## src/rtl/mem_req_ctrl.sv

```systemverilog
// Load/store request front-end for the 1 KiB word memory: sub-word stores become read-modify-write.
// Optional MEM_INIT_EN: zero-fill the memory after reset before the first request is accepted.
module mem_req_ctrl #(
    parameter int ADDR_W = 10,
    parameter int CNT_W  = 16
) (
    input  logic              clk,
    input  logic              rst_n,
    input  logic              req_valid,
    output logic              req_ready,
    input  logic              req_we,
    input  logic [1:0]        req_size,
    input  logic              req_signed,
    input  logic [ADDR_W-1:0] req_addr,
    input  logic [31:0]       req_wdata,
    output logic              rsp_valid,
    input  logic              rsp_ready,
    output logic [31:0]       rsp_rdata,
    output logic              rsp_err,
    output logic              mem_write,
    output logic              mem_read,
    output logic [ADDR_W-1:0] mem_addr,
    output logic [31:0]       mem_wrdata,
    input  logic [31:0]       mem_rddata,
    output logic [CNT_W-1:0]  done_cnt
);

    typedef enum logic [2:0] {
        ST_IDLE   = 3'd0,
        ST_LOAD   = 3'd1,
        ST_STORE  = 3'd2,
        ST_RMW_RD = 3'd3,
        ST_RMW_WR = 3'd4,
        ST_RSP    = 3'd5,
        ST_INIT   = 3'd6
    } state_t;

`ifdef MEM_INIT_EN
    localparam state_t ST_RESET = ST_INIT;
`else
    localparam state_t ST_RESET = ST_IDLE;
`endif
    localparam logic [CNT_W-1:0] CNT_ONE = {{(CNT_W-1){1'b0}}, 1'b1};

    function automatic logic req_bad(input logic [1:0] size, input logic [1:0] lo);
        logic bad;
        case (size)
            2'd0:    bad = 1'b0;
            2'd1:    bad = lo[0];
            2'd2:    bad = (lo != 2'b00);
            default: bad = 1'b1;
        endcase
        return bad;
    endfunction

    function automatic logic [31:0] extend_load(input logic [31:0] word, input logic [1:0] size,
                                                input logic sgn);
        logic [31:0] res;
        case (size)
            2'd0:    res = {{24{sgn & word[7]}}, word[7:0]};
            2'd1:    res = {{16{sgn & word[15]}}, word[15:0]};
            default: res = word;
        endcase
        return res;
    endfunction

    // Store data is LSB-aligned; a half store uses lane pair addr[1], a byte store lane addr[1:0].
    function automatic logic [31:0] merge_lane(input logic [31:0] word, input logic [15:0] wd,
                                               input logic [1:0] size, input logic [1:0] lane);
        logic [31:0] res;
        res = word;
        case (size)
            2'd0: begin
                case (lane)
                    2'd0:    res[7:0]   = wd[7:0];
                    2'd1:    res[15:8]  = wd[7:0];
                    2'd2:    res[23:16] = wd[7:0];
                    default: res[31:24] = wd[7:0];
                endcase
            end
            2'd1: begin
                if (lane[1]) res[31:16] = wd;
                else         res[15:0]  = wd;
            end
            default: res = word;
        endcase
        return res;
    endfunction

    state_t              state_r, state_s;
    logic [1:0]          size_r;
    logic                signed_r;
    logic [ADDR_W-1:0]   addr_r;
    logic [15:0]         wdata_r;
    logic                req_ready_r;
    logic                rsp_valid_r, rsp_valid_s;
    logic [31:0]         rsp_rdata_r, rsp_rdata_s;
    logic                rsp_err_r, rsp_err_s;
    logic                mem_write_r, mem_write_s;
    logic                mem_read_r, mem_read_s;
    logic [ADDR_W-1:0]   mem_addr_r, mem_addr_s;
    logic [31:0]         mem_wrdata_r, mem_wrdata_s;
    logic [CNT_W-1:0]    done_cnt_r;
    logic                accept_s, handoff_s;
`ifdef MEM_INIT_EN
    logic [ADDR_W-3:0]   init_cnt_r, init_cnt_s;
`endif

    // Next-state logic; memory and response outputs are computed one edge early and registered.
    always_comb begin
        state_s      = state_r;
        accept_s     = 1'b0;
        handoff_s    = 1'b0;
        mem_read_s   = 1'b0;
        mem_write_s  = 1'b0;
        mem_addr_s   = {ADDR_W{1'b0}};
        mem_wrdata_s = 32'd0;
        rsp_valid_s  = rsp_valid_r;
        rsp_rdata_s  = rsp_rdata_r;
        rsp_err_s    = rsp_err_r;
`ifdef MEM_INIT_EN
        init_cnt_s   = init_cnt_r;
`endif
        case (state_r)
            ST_IDLE: begin
                if (req_valid && req_ready_r) begin
                    accept_s = 1'b1;
                    if (req_bad(req_size, req_addr[1:0])) begin
                        state_s     = ST_RSP;
                        rsp_valid_s = 1'b1;
                        rsp_err_s   = 1'b1;
                        rsp_rdata_s = 32'd0;
                    end else if (!req_we) begin
                        state_s    = ST_LOAD;
                        mem_read_s = 1'b1;
                        mem_addr_s = req_addr;
                    end else if (req_size == 2'd2) begin
                        state_s      = ST_STORE;
                        mem_write_s  = 1'b1;
                        mem_addr_s   = req_addr;
                        mem_wrdata_s = req_wdata;
                    end else begin
                        state_s    = ST_RMW_RD;
                        mem_read_s = 1'b1;
                        mem_addr_s = {req_addr[ADDR_W-1:2], 2'b00};
                    end
                end else begin
                    state_s = ST_IDLE;
                end
            end
            ST_LOAD: begin
                state_s     = ST_RSP;
                rsp_valid_s = 1'b1;
                rsp_err_s   = 1'b0;
                rsp_rdata_s = extend_load(mem_rddata, size_r, signed_r);
            end
            ST_RMW_RD: begin
                state_s      = ST_RMW_WR;
                mem_write_s  = 1'b1;
                mem_addr_s   = {addr_r[ADDR_W-1:2], 2'b00};
                mem_wrdata_s = merge_lane(mem_rddata, wdata_r, size_r, addr_r[1:0]);
            end
            ST_STORE, ST_RMW_WR: begin
                state_s     = ST_RSP;
                rsp_valid_s = 1'b1;
                rsp_err_s   = 1'b0;
                rsp_rdata_s = 32'd0;
            end
            ST_RSP: begin
                if (rsp_ready) begin
                    state_s     = ST_IDLE;
                    handoff_s   = 1'b1;
                    rsp_valid_s = 1'b0;
                    rsp_err_s   = 1'b0;
                    rsp_rdata_s = 32'd0;
                end else begin
                    state_s = ST_RSP;
                end
            end
`ifdef MEM_INIT_EN
            // First INIT cycle only primes the write; each later edge lands word init_cnt_r.
            ST_INIT: begin
                if (!mem_write_r) begin
                    mem_write_s = 1'b1;
                    mem_addr_s  = {init_cnt_r, 2'b00};
                end else if (init_cnt_r == {(ADDR_W-2){1'b1}}) begin
                    state_s    = ST_IDLE;
                    init_cnt_s = {(ADDR_W-2){1'b0}};
                end else begin
                    init_cnt_s  = init_cnt_r + {{(ADDR_W-3){1'b0}}, 1'b1};
                    mem_write_s = 1'b1;
                    mem_addr_s  = {init_cnt_s, 2'b00};
                end
            end
`endif
            default: begin
                state_s = ST_IDLE;
            end
        endcase
    end

    // State, latched request, registered outputs and handoff counter.
    always_ff @(posedge clk or negedge rst_n) begin
        if (!rst_n) begin
            state_r      <= ST_RESET;
            size_r       <= 2'd0;
            signed_r     <= 1'b0;
            addr_r       <= {ADDR_W{1'b0}};
            wdata_r      <= 16'd0;
            req_ready_r  <= 1'b0;
            rsp_valid_r  <= 1'b0;
            rsp_rdata_r  <= 32'd0;
            rsp_err_r    <= 1'b0;
            mem_write_r  <= 1'b0;
            mem_read_r   <= 1'b0;
            mem_addr_r   <= {ADDR_W{1'b0}};
            mem_wrdata_r <= 32'd0;
            done_cnt_r   <= {CNT_W{1'b0}};
`ifdef MEM_INIT_EN
            init_cnt_r   <= {(ADDR_W-2){1'b0}};
`endif
        end else begin
            state_r      <= state_s;
            req_ready_r  <= (state_s == ST_IDLE);
            rsp_valid_r  <= rsp_valid_s;
            rsp_rdata_r  <= rsp_rdata_s;
            rsp_err_r    <= rsp_err_s;
            mem_write_r  <= mem_write_s;
            mem_read_r   <= mem_read_s;
            mem_addr_r   <= mem_addr_s;
            mem_wrdata_r <= mem_wrdata_s;
`ifdef MEM_INIT_EN
            init_cnt_r   <= init_cnt_s;
`endif
            if (accept_s) begin
                size_r   <= req_size;
                signed_r <= req_signed;
                addr_r   <= req_addr;
                wdata_r  <= req_wdata[15:0];
            end
            if (handoff_s) begin
                done_cnt_r <= done_cnt_r + CNT_ONE;
            end
        end
    end

    assign req_ready  = req_ready_r;
    assign rsp_valid  = rsp_valid_r;
    assign rsp_rdata  = rsp_rdata_r;
    assign rsp_err    = rsp_err_r;
    assign mem_write  = mem_write_r;
    assign mem_read   = mem_read_r;
    assign mem_addr   = mem_addr_r;
    assign mem_wrdata = mem_wrdata_r;
    assign done_cnt   = done_cnt_r;

endmodule

```

## config.mk

```make
export PLATFORM = sky130hd
export DESIGN_NAME = mem_req_ctrl
export DESIGN_NICKNAME = d
export VERILOG_FILES = /design/src/rtl/mem_req_ctrl.sv
export SDC_FILE = /design/constraint.sdc
export NUM_CORES = 1
export LEC_CHECK = 0
export CAP_MARGIN = 20
export CORE_UTILIZATION = 45
export DETAILED_ROUTE_END_ITERATION = 8
export HOLD_SLACK_MARGIN = 0.02
export PLACE_DENSITY_LB_ADDON = 0.08
export SETUP_SLACK_MARGIN = 0.05
export SYNTH_ARGS = -nofsm -noshare
export SYNTH_HDL_FRONTEND = slang
export SYNTH_SLANG_ARGS = --single-unit
```

## constraint.sdc

```tcl
create_clock -name clk -period 2.8 [get_ports clk]
set_input_delay 0.84 -clock clk [delete_from_list [all_inputs] [get_ports clk]]
set_output_delay 0.84 -clock clk [all_outputs]
set_load 0.01 [all_outputs]
```

==> results of run 1 <==
[worst max-delay path by stage]
stage,end,slack (ns),depth (start not counted)
after CTS,rsp_rdata[21]$_DFFE_PN0P_,0.36,5
after floorplan,mem_addr[2]$_DFF_PN0_,0.78,4
final,mem_addr[6]$_DFF_PN0_,0.46,5
after detailed placement,rsp_rdata[26]$_DFFE_PN0P_,-0.06,5
after global routing,mem_addr[4]$_DFF_PN0_,0.27,5
after global placement,rsp_rdata[16]$_DFFE_PN0P_,0.05,5
[Yosys cell counts, drive strengths merged, types with 2 or more instances]
cell,number
nor2b,3
a21oi,4
a21o,15
and4,2
nor3b,3
buf,12
and3,3
nor2,8
o211ai,3
nand3,9
a211oi,14
a22o,33
xor2,3
nand4,6
nand2,113
a32o,9
o2bb2ai,16
xnor2,13
dfrtp,127
mux2i,16
or3b,2
nor3,6
nand2b,19
o21ai,12
inv,4
nand3b,4
o22ai,28
nor4,3
or2,4
clkbuf,27
[cells by family (layout without fill, tap and decap cells)]
logic type | count (synthesis) | count (layout) | synth area share
AND/OR/NAND/NOR | 188 | 188 | 0.159
AO/OA/AOI/OAI | 136 | 136 | 0.183
flip-flops | 127 | 127 | 0.564
buffers and inverters | 43 | 230 | 0.0366
multiplexers | 17 | 17 | 0.0304
XOR/XNOR | 16 | 16 | 0.0249
adder cells (fa/ha/maj) | 1 | 1 | 0.00222
[stage by stage]
| stage | power, mW | setup WS (ns) |
|---|---|---|
| CTS | 7.55 | 0.356 |
| finish | 7.51 | 0.464 |
| floorplan | 4.05 | 0.779 |
| detailed placement | 5.20 | -0.0630 |
| global route | 7.91 | 0.268 |
| global placement | 5.14 | 0.0494 |
[layer usage]
layer / global-route usage / vias up / share of wire
met3: 0.0569 / 37 / 0.052
met2: 0.383 / 177 / 0.46
met1: 0.344 / 2311 / 0.45
met5: 0 / - / 0
met4: 0.128 / 0 / 0.035
li1: - / 2250 / -
[report_power, final]
part | internal (mW) | switching, mW | leakage [nW]
clock network | 1.53 | 0.790 | 0.299
logic | 1.19 | 1.20 | 1.81
registers | 2.31 | 0.505 | 1.70
[worst max-delay path, delay by kind of cell]
family	cells	cell delay, ns
simple gates	3	1.10
buf+inv	1	0.46
compound gates	1	0.28
[final cells by class]
cell class	count	area (sq um)	share of cell area
clock buffers	21	460	0.0561
inverters	4	15.0	0.00183
multi-input cells	358	2260	0.275
clock inverters	11	163	0.0198
repair buffers	194	1920	0.234
flip-flops and latches	127	3180	0.387
well taps	168	210	0.0256
[registers in the layout, indices dropped and copies added, names as in the netlist, 2 cells and up]
register,cells
addr_r,10
done_cnt,16
mem_addr,10
mem_wrdata,32
rsp_rdata,32
size_r,2
state_r,3
wdata_r,16
==> metrics.md, run 1 <==
| Metric | Value |
|---|---|
| Clk_skew | `0.00673 ns` |
| Routed WL | `15600 um` |
| Avg Vias per Cell | `5.41` |
| Seq/Total Area, Yosys | `0.564` |
| Power Density | `915 nW/um^2` |
| Initial antenna violation count | `0` |
| Share of the cycle needed by the critical path after routing | `0.834` |
| Antenna-violating nets left | `0` |
| Post-route cell area | `8210 sq um` |
| Leakage | `3.81 nW` |
| 1st-iter DRT viols | `380` |
| Antenna diodes | `0` |
| # setup viols final | `0` |
| Die X | `114 um` |
| Synth async-reset ratio | `1.00` |
| Hold Fails Final Rpt | `0` |
| Synth warnings | `0` |
| Insertion delay to the later sink of the worst-skew pair | `0.42 ns` |
| Filler Cell Count | `966` |
| RSZ-0062 raised after global routing | `false` |
| Die height | `114 um` |
| Share of cells above drive strength 1 | `0.0825` |
| Final Critical Period | `2.34 ns` |
| Reg2reg end | `mem_wrdata[16]$_DFF_PN0_` |
| Vias | `4775` |
| Top post-synthesis cells by area | `dfrtp_1 (56%), nand2_1 (7.5%), a22o_1 (5.1%)` |
| Syn avg cell area | `10.7 sq um` |
| Worst endpoint required time | `3.14 ns` |
| TritonCTS clock tree | `built` |
| Grt ovf | `0` |
| Synth top area share | `0.564` |
| Ports | `177` |
| Crit-path max cell delay | `0.72 ns` |
| CTS clock-pin slew for the worst setup and hold paths | `0.06 ns` |
| CTS resizes | `0` |
| Worst slew margin | `0.410` |
| CTS Buf Count | `17` |
| Arr. time, crit path | `2.68 ns` |
| Root Buffer | `clkbuf_16` |
| CTS Hold Bufs | `0` |
| Synth Cell Area | `5640 sq um` |
| Cells on worst reg2reg path | `4` |
| # rows | `40` |
| Number of flops mapped to enable cells by yosys | `0` |
| Finished Core Util | `0.678` |
| Cell count after synthesis | `528` |
| All-Layer GR Usage | `0.253` |
| Vias in the first global route | `4667` |
| Netlist cell types | `42` |
| Crit. Startpoint | `req_addr[1]` |
| H-tree depth | `4` |
| Dpl hpwl | `10900 um` |
| Area growth syn-to-layout | `45.6%` |
| Most used cell, CP | `nor3_1` |
| Slew @ Worst Pin | `0.879 ns` |
| Maximum fanout along the worst path | `8` |
| TritonRoute pass-1 iters | `5` |
| Final GP Congestion | `0.844` |
| Nets@finish | `785` |
| Synth Net Count | `611` |
| Largest area contributor in the netlist | `dfrtp_1` |
| Commonest cells after routing, fill and taps aside | `clkdlybuf4s50_1 (175), dfrtp_1 (127), nand2_1 (113)` |
| Critical path capture point type | `flip-flop` |
| Slowest-stage cell, CP | `nor3_1` |
| Largest net degree at the start of global routing | `62` |
| Input/output buffers | `176` |
| Fin cells | `883` |
| Dpl cell area | `7580 sq um` |
| Most common cell after layout, fill and taps aside | `clkdlybuf4s50_1` |
| Status | `finished, final reports clean` |
| Max Fclk | `428 MHz` |
| # placed instances | `850` |
| Max-cap violation count | `0` |
| Drc violations | `0` |
| WHS | `0.312 ns` |
| Worst R2R Setup Slack | `0.81 ns` |
| HP Class | `primary input to async pin` |
| Initial Util | `0.465` |
| Die area | `13000 sq um` |
| CORE AREA | `12100 sq um` |
| Startpoint types | `primary input` |
| Max Transition Viols Final | `0` |
| RR Startpoint | `addr_r[1]$_DFFE_PN0P_` |
| Seq cells post-synth | `127` |
| Clk sinks | `127` |
| Peak supply drop | `0.418 mV` |
| Postcts setup bufs | `0` |
| Ys flop type | `dfrtp_1` |
| Crit path cell chain | `clkdlybuf4s50_1 -> nor3_1 -> nor2_1 -> nor3_1 -> a32o_1` |
| First-pass GRT wire length | `24800 um` |
| CTS Buffer Depth | `2` |
| Routed WL per cell | `17.6 um` |
| Setup TNS | `0 ns` |
| Kind of critical path | `primary input to flip-flop` |
Note: power is estimated with default switching activity, not from simulation.
==> inputs of run 2 (changes only) <==
CORE_UTILIZATION = 42   (was 45)
clock period = 1.9 ns   (was 2.8 ns; I/O delays follow)
==> run 2 against run 1 <==
Routed wire length rose by 4.1%. Clock power grew 47%. Critical path depth shrank 4. Critical path type is now flip-flop to output pin. Register-to-register slack worse by 0.71 ns. Worst setup slack got worse by 0.39 ns. Total power rose by 47%. Sequential cell count unchanged.
==> metrics.md, run 2 (same netlist as run 1, synthesis figures left out) <==
| Metric | Value |
|---|---|
| Global-route met3 utilization | `0.0547 (-0.00211)` |
| Met1 Usage GRT | `0.319 (-0.0244)` |
| # setup viols final | `0 (unchanged)` |
| Grt ovf | `0 (unchanged)` |
| TritonCTS clock tree | `built` |
| CTS Buffer Depth | `2 (unchanged)` |
| Nets@finish | `812 (+3.4%)` |
| Routed WL per cell | `17.8 um (+0.80%)` |
| Antenna diodes | `0 (unchanged)` |
| Vias in the first global route | `4876 (+4.5%)` |
| Critical path capture point type | `output pin` |
| Avg Vias per Cell | `5.36 (-0.95%)` |
| First-pass GRT wire length | `25800 um (+4.1%)` |
| Net switching fraction of the power | `0.335 (+0.00366)` |
| Arr. time, crit path | `1.26 ns (-1.42 ns)` |
| DP Worst Slack | `-0.693 ns (-0.630 ns)` |
| Maximum fanout along the worst path | `1 (-7)` |
| # placed instances | `876 (+3.1%)` |
| Share of cells above drive strength 1 | `0.126 (+0.0432)` |
| All-Layer GR Usage | `0.239 (-0.0136)` |
| Clk sinks | `127 (unchanged)` |
| Worst hold path depth | `1` |
| Commonest cells after routing, fill and taps aside | `dfrtp_1 (123), nand2_1 (112), clkdlybuf4s50_1 (85)` |
| Pwr Total | `11.1 mW (+47%)` |
| H-tree depth | `4 (unchanged)` |
| Startpoint types | `flip-flop` |
| Crit-path leading delay family | `buffers and inverters` |
| NetSw | `3.71 mW (+49%)` |
| Peak supply drop | `0.728 mV (+74%)` |
| Crit-path max cell delay | `0.53 ns (-0.19 ns)` |
| HP Class | `flip-flop to flip-flop` |
| Hold Path Origin | `done_cnt[15]$_DFFE_PN0P_` |
| Worst R2R Setup Slack | `0.10 ns (-0.71 ns)` |
| Dpl cell area | `7770 sq um (+2.5%)` |
| Status | `finished, final reports clean` |
| Reg2reg end | `mem_wrdata[28]$_DFF_PN0_` |
| Dpl hpwl | `11200 um (+2.5%)` |
| Slew @ Worst Pin | `0.503 ns (-0.375 ns)` |
| Leakage | `4.62 nW (+21%)` |
| TritonRoute pass-1 iters | `4 (-1)` |
| Fin cells | `912 (+3.3%)` |
| Kind of critical path | `flip-flop to output pin` |
| Clk_skew | `0.00947 ns (+0.00273 ns)` |
| GR peak layer | `met2` |
| Multi-input gate area | `2280 sq um (+0.94%)` |
| RR Startpoint | `state_r[1]$_DFF_PN0_` |
| Max-cap violation count | `0 (unchanged)` |
| Post-route cell area | `8440 sq um (+2.8%)` |
| Final Critical Period | `1.83 ns` |
| Final GP Congestion | `0.861 (+2.0%)` |
| Register area | `3180 sq um (+0.16%)` |
| CORE AREA | `12800 sq um (+5.9%)` |
| Largest net degree at the start of global routing | `53 (-15%)` |
| WP buf/inv | `1 (unchanged)` |
| Hold Fails Final Rpt | `0 (unchanged)` |
| Filler Cell Count | `1094 (+13%)` |
| Drc violations | `0 (unchanged)` |
| Cells on worst reg2reg path | `5 (+1)` |
| Ports | `177 (unchanged)` |
| Sequential fraction of design power | `0.372 (-0.002)` |
| Most common cell after layout, fill and taps aside | `dfrtp_1` |
| Met2 Use GR | `0.376 (-0.00719)` |
| Share of the cycle needed by the critical path after routing | `0.963` |
| Worst endpoint required time | `1.33 ns (-1.81 ns)` |
| RSZ-0062 raised after global routing | `true` |
| Vias | `4885 (+2.3%)` |
| # rows | `41 (+2.5%)` |
| Initial Util | `0.439 (-0.0259)` |
| Routed WL | `16200 um (+4.1%)` |
| Initial antenna violation count | `0 (unchanged)` |
| Die X | `118 um (+3.5%)` |
| Input/output buffers | `176 (unchanged)` |
| CTS clock-pin slew for the worst setup and hold paths | `0.05 ns (about the same)` |
| Max Transition Viols Final | `0 (unchanged)` |
| Crit path cell chain | `clkdlybuf4s50_1` |
| Setup ws final | `0.0694 ns (-0.394 ns)` |
| Hold endpoint | `done_cnt[15]$_DFFE_PN0P_` |
| Insertion delay to the later sink of the worst-skew pair | `0.41 ns (about the same)` |
| CTS Buf Count | `17 (unchanged)` |
| 1st-iter DRT viols | `282 (-26%)` |
| Finished Core Util | `0.658 (-0.0199)` |
| Internal power | `7.35 mW (+46%)` |
| Comb pwr share | `0.320 (+0.003)` |
| Slowest-stage cell, CP | `clkdlybuf4s50_1` |
| Worst slew margin | `0.664 (+0.254)` |
| Die height | `118 um (+3.5%)` |
| Power Density | `1310 nW/um^2 (+43%)` |
| Clk pwr share | `0.308 (about the same)` |
| Area growth syn-to-layout | `49.7%` |
| Antenna-violating nets left | `0 (unchanged)` |
| Root Buffer | `clkbuf_16` |
| Max Fclk | `546 MHz` |
| Die area | `13900 sq um (+7.0%)` |
[run 2: how the worst max path moves through the flow]
stage	startpoint	to	slack (ns)	depth (start not counted)
after floorplan	state_r[1]$_DFF_PN0_	mem_wrdata[0]$_DFF_PN0_	0.005	8
after global placement	mem_rddata[15]	rsp_rdata[16]$_DFFE_PN0P_	-0.63	5
after detailed placement	mem_rddata[15]	rsp_rdata[24]$_DFFE_PN0P_	-0.69	5
after CTS	mem_write$_DFF_PN0_	mem_write	0.05	1
after global routing	req_valid	rsp_rdata[3]$_DFFE_PN0P_	0.008	7
final	mem_wrdata[2]$_DFF_PN0_	mem_wrdata[2]	0.07	1
[run 2: through the flow]
stage / hold WS [ns] / setup TNS [ns]
after floorplan: 0.274 / 0
after global placement: 0.428 / -26.43
after detailed placement: 0.429 / -29.28
after CTS: 0.470 / 0
after global routing: 0.500 / 0
final: 0.461 / 0
[run 2: power groups by stage]
stage / Clock [mW] / Sequential [mW] / Combinational [mW]
2_1_floorplan: 0 / 4.04 / 1.93
5_1_grt: 3.58 / 4.20 / 3.87
6_report: 3.40 / 4.12 / 3.54
3_5_place_dp: 0 / 4.15 / 3.69
3_3_place_gp: 0 / 4.13 / 3.62
4_1_cts: 3.46 / 4.10 / 3.48
[run 2: cell type report]
type                            instances  area share
Timing Repair Buffer                  221       0.251
Clock buffer                           25      0.0623
Clock inverter                          5      0.0119
Sequential cell                       127       0.377
Tap cell                              172      0.0255
Inverter                                4     0.00178
Multi-Input combinational cell        358       0.270
[run 2: per-layer routing]
| metal | vias up | share of wire |
|---|---|---|
| met5 | - | 0 |
| met4 | 0 | 0.022 |
| met3 | 31 | 0.066 |
| met2 | 184 | 0.48 |
| met1 | 2363 | 0.44 |
| li1 | 2307 | - |
[run 2: repair_timing]
item                       4_1_cts  5_1_grt
hold buffers                     1        0
setup buffers                    3        1
resized for setup               76       25
gates cloned                     0        1
hold endpoints to repair        17        0
setup endpoints to repair       91       66
==> inputs of run 3 (changes only) <==
CORE_MARGIN = 2   (was unset)
SLEW_MARGIN = 20   (was unset)
==> run 3 against run 2 <==
Combinational power about the same. First-iteration DRC count rose by 47%. Critical path depth rose by 6. Routed wire length increased by 1.7%. Largest power group unchanged.
==> metrics.md, run 3 (same netlist as run 1, synthesis figures left out) <==
| Metric | Value |
|---|---|
| Input/output buffers | `176 (unchanged)` |
| Met2 Use GR | `0.370 (-0.00609)` |
| Dpl hpwl | `11600 um (+3.4%)` |
| Maximum fanout along the worst path | `32 (+31)` |
| Grt ovf | `0 (unchanged)` |
| CTS Buf Count | `17 (unchanged)` |
| 1st-iter DRT viols | `415 (+47%)` |
| Clk_skew | `0.00445 ns (-0.00502 ns)` |
| Initial Util | `0.427 (-0.0122)` |
| Final Critical Period | `1.82 ns (-0.0154 ns)` |
| All-Layer GR Usage | `0.234 (-0.00531)` |
| Largest net degree at the start of global routing | `58 (+9.4%)` |
| First-pass GRT wire length | `26000 um (+0.67%)` |
| Pwr Total | `11.0 mW (-0.25%)` |
| TritonCTS clock tree | `built` |
| Crit-path leading delay family | `buffers and inverters` |
| Crit-path max cell delay | `0.51 ns (-0.02 ns)` |
| Critical path capture point type | `flip-flop` |
| TritonRoute pass-1 iters | `6 (+2)` |
| Slew @ Worst Pin | `0.635 ns (+0.132 ns)` |
| CTS Buffer Depth | `2 (unchanged)` |
| Max Transition Viols Final | `0 (unchanged)` |
| WP buf/inv | `3 (+2)` |
| Startpoint types | `primary input` |
| Die X | `120 um (+1.7%)` |
| Clk sinks | `127 (unchanged)` |
| Crit. Startpoint | `req_size[1]` |
| Drc violations | `0 (unchanged)` |
| Vias in the first global route | `4834 (-0.86%)` |
| Most common cell after layout, fill and taps aside | `dfrtp_1` |
| Antenna-violating nets left | `0 (unchanged)` |
| Vias | `4908 (+0.47%)` |
| RSZ-0062 raised after global routing | `true` |
| Setup TNS | `0 ns (unchanged)` |
| Fin cells | `925 (+1.4%)` |
| Worst endpoint required time | `2.20 ns (+0.87 ns)` |
| Power Density | `1300 nW/um^2 (-0.72%)` |
| Max Fclk | `551 MHz (+0.85%)` |
| CTS clock-pin slew for the worst setup and hold paths | `0.06 ns (about the same)` |
| Global-route met3 utilization | `0.0642 (+0.00942)` |
| Crit path cell chain | `clkdlybuf4s50_1 -> a21oi_2 -> nor2_1 -> buf_4 -> nor3_4 -> buf_12 -> or2_2` |
| Insertion delay to the later sink of the worst-skew pair | `0.41 ns (about the same)` |
| Share of the cycle needed by the critical path after routing | `0.955 (-0.00809)` |
| # placed instances | `886 (+1.1%)` |
| Filler Cell Count | `1097 (+0.27%)` |
| Peak supply drop | `0.822 mV (+13%)` |
| Die height | `120 um (+1.7%)` |
| Slowest-stage cell, CP | `clkdlybuf4s50_1` |
| Ports | `177 (unchanged)` |
| GR peak layer | `met2` |
| Kind of critical path | `primary input to flip-flop` |
| CORE AREA | `13200 sq um (+2.8%)` |
| Worst slew margin | `0.575 (-0.0890)` |
| Root Buffer | `clkbuf_16` |
| Initial antenna violation count | `0 (unchanged)` |
| Commonest cells after routing, fill and taps aside | `dfrtp_1 (125), nand2_1 (113), dlygate4sd2_1 (88)` |
| RR Startpoint | `state_r[1]$_DFF_PN0_` |
| CTS Hold Bufs | `0 (-1)` |
| Antenna diodes | `0 (unchanged)` |
| # setup viols final | `0 (unchanged)` |
| Routed WL per cell | `17.8 um (+0.31%)` |
| Share of cells above drive strength 1 | `0.139 (+0.0132)` |
| Routed WL | `16500 um (+1.7%)` |
| Hold Fails Final Rpt | `0 (unchanged)` |
| Leakage | `4.55 nW (-1.4%)` |
| Setup ws final | `0.0848 ns (+0.0154 ns)` |
| Arr. time, crit path | `2.11 ns (+0.85 ns)` |
| H-tree depth | `4 (unchanged)` |
| Max-cap violation count | `0 (unchanged)` |
| Die area | `14400 sq um (+3.4%)` |
| Finished Core Util | `0.643 (-0.0152)` |
| Nets@finish | `819 (+0.86%)` |
| Final GP Congestion | `0.921 (+7.0%)` |
| HP Class | `primary input to async pin` |
| DP Worst Slack | `-0.661 ns (+0.0322 ns)` |
| # rows | `42 (+2.4%)` |
| Status | `finished, final reports clean` |
| Met1 Usage GRT | `0.313 (-0.00674)` |
| Area growth syn-to-layout | `50.4%` |
| Avg Vias per Cell | `5.31 (-0.94%)` |
-- run 3: cell type report --
cell class                 instances  area, sq um  share of cell area
tap                              176          220              0.0260
clock buffer                      21          480              0.0567
inverter                           4         15.0             0.00177
clock inverter                    11          136              0.0161
timing repair buffer             228         2140               0.252
sequential                       127         3180               0.375
multi-input combinational        358         2300               0.272
-- run 3: power by group --
group,total (mW),leakage [nW],internal (mW),switching [mW]
Clock,3.35,0.308,2.19,1.16
Combinational,3.57,2.55,1.69,1.88
Sequential,4.11,1.70,3.40,0.701
-- run 3: path summary, 6_finish.rpt --
| path | endpoint | slack, ns | cells past startpoint |
|---|---|---|---|
| max in group asynchronous | rsp_rdata[2]$_DFFE_PN0P_ | 1.17 | 2 |
| setup / recovery | mem_write$_DFF_PN0_ | 0.08 | 7 |
| min in group clk | done_cnt[15]$_DFFE_PN0P_ | 0.47 | 1 |
| hold / removal | done_cnt[6]$_DFFE_PN0P_ | 0.12 | 1 |
| hold reg to reg | done_cnt[15]$_DFFE_PN0P_ | 0.47 | 1 |
| setup reg to reg | mem_wrdata[12]$_DFF_PN0_ | 0.12 | 5 |
-- run 3: what timing repair did --
item / CTS / global route
endpoints found under the setup margin: 130 / 52
buffers inserted: 5 / 1
hold endpoints to repair: 0 / 0
gates cloned: 0 / 1
pin swaps: 1 / 3
gates resized for setup: 94 / 17
-- run 3: through the flow --
step | area, sq um | hold slack, ns
floorplan | 5640 | 0.274
global placement | 7840 | 0.458
detailed placement | 7840 | 0.463
CTS | 8400 | 0.134
global route | 8480 | 0.154
finish | 8480 | 0.118
-- run 3: per-layer routing --
layer / share of wire / up-vias / routed length (um)
met5: 0 / - / 0
met4: 0.022 / 0 / 357
met3: 0.065 / 28 / 1070
met2: 0.48 / 191 / 7880
met1: 0.44 / 2371 / 7200
li1: - / 2318 / -
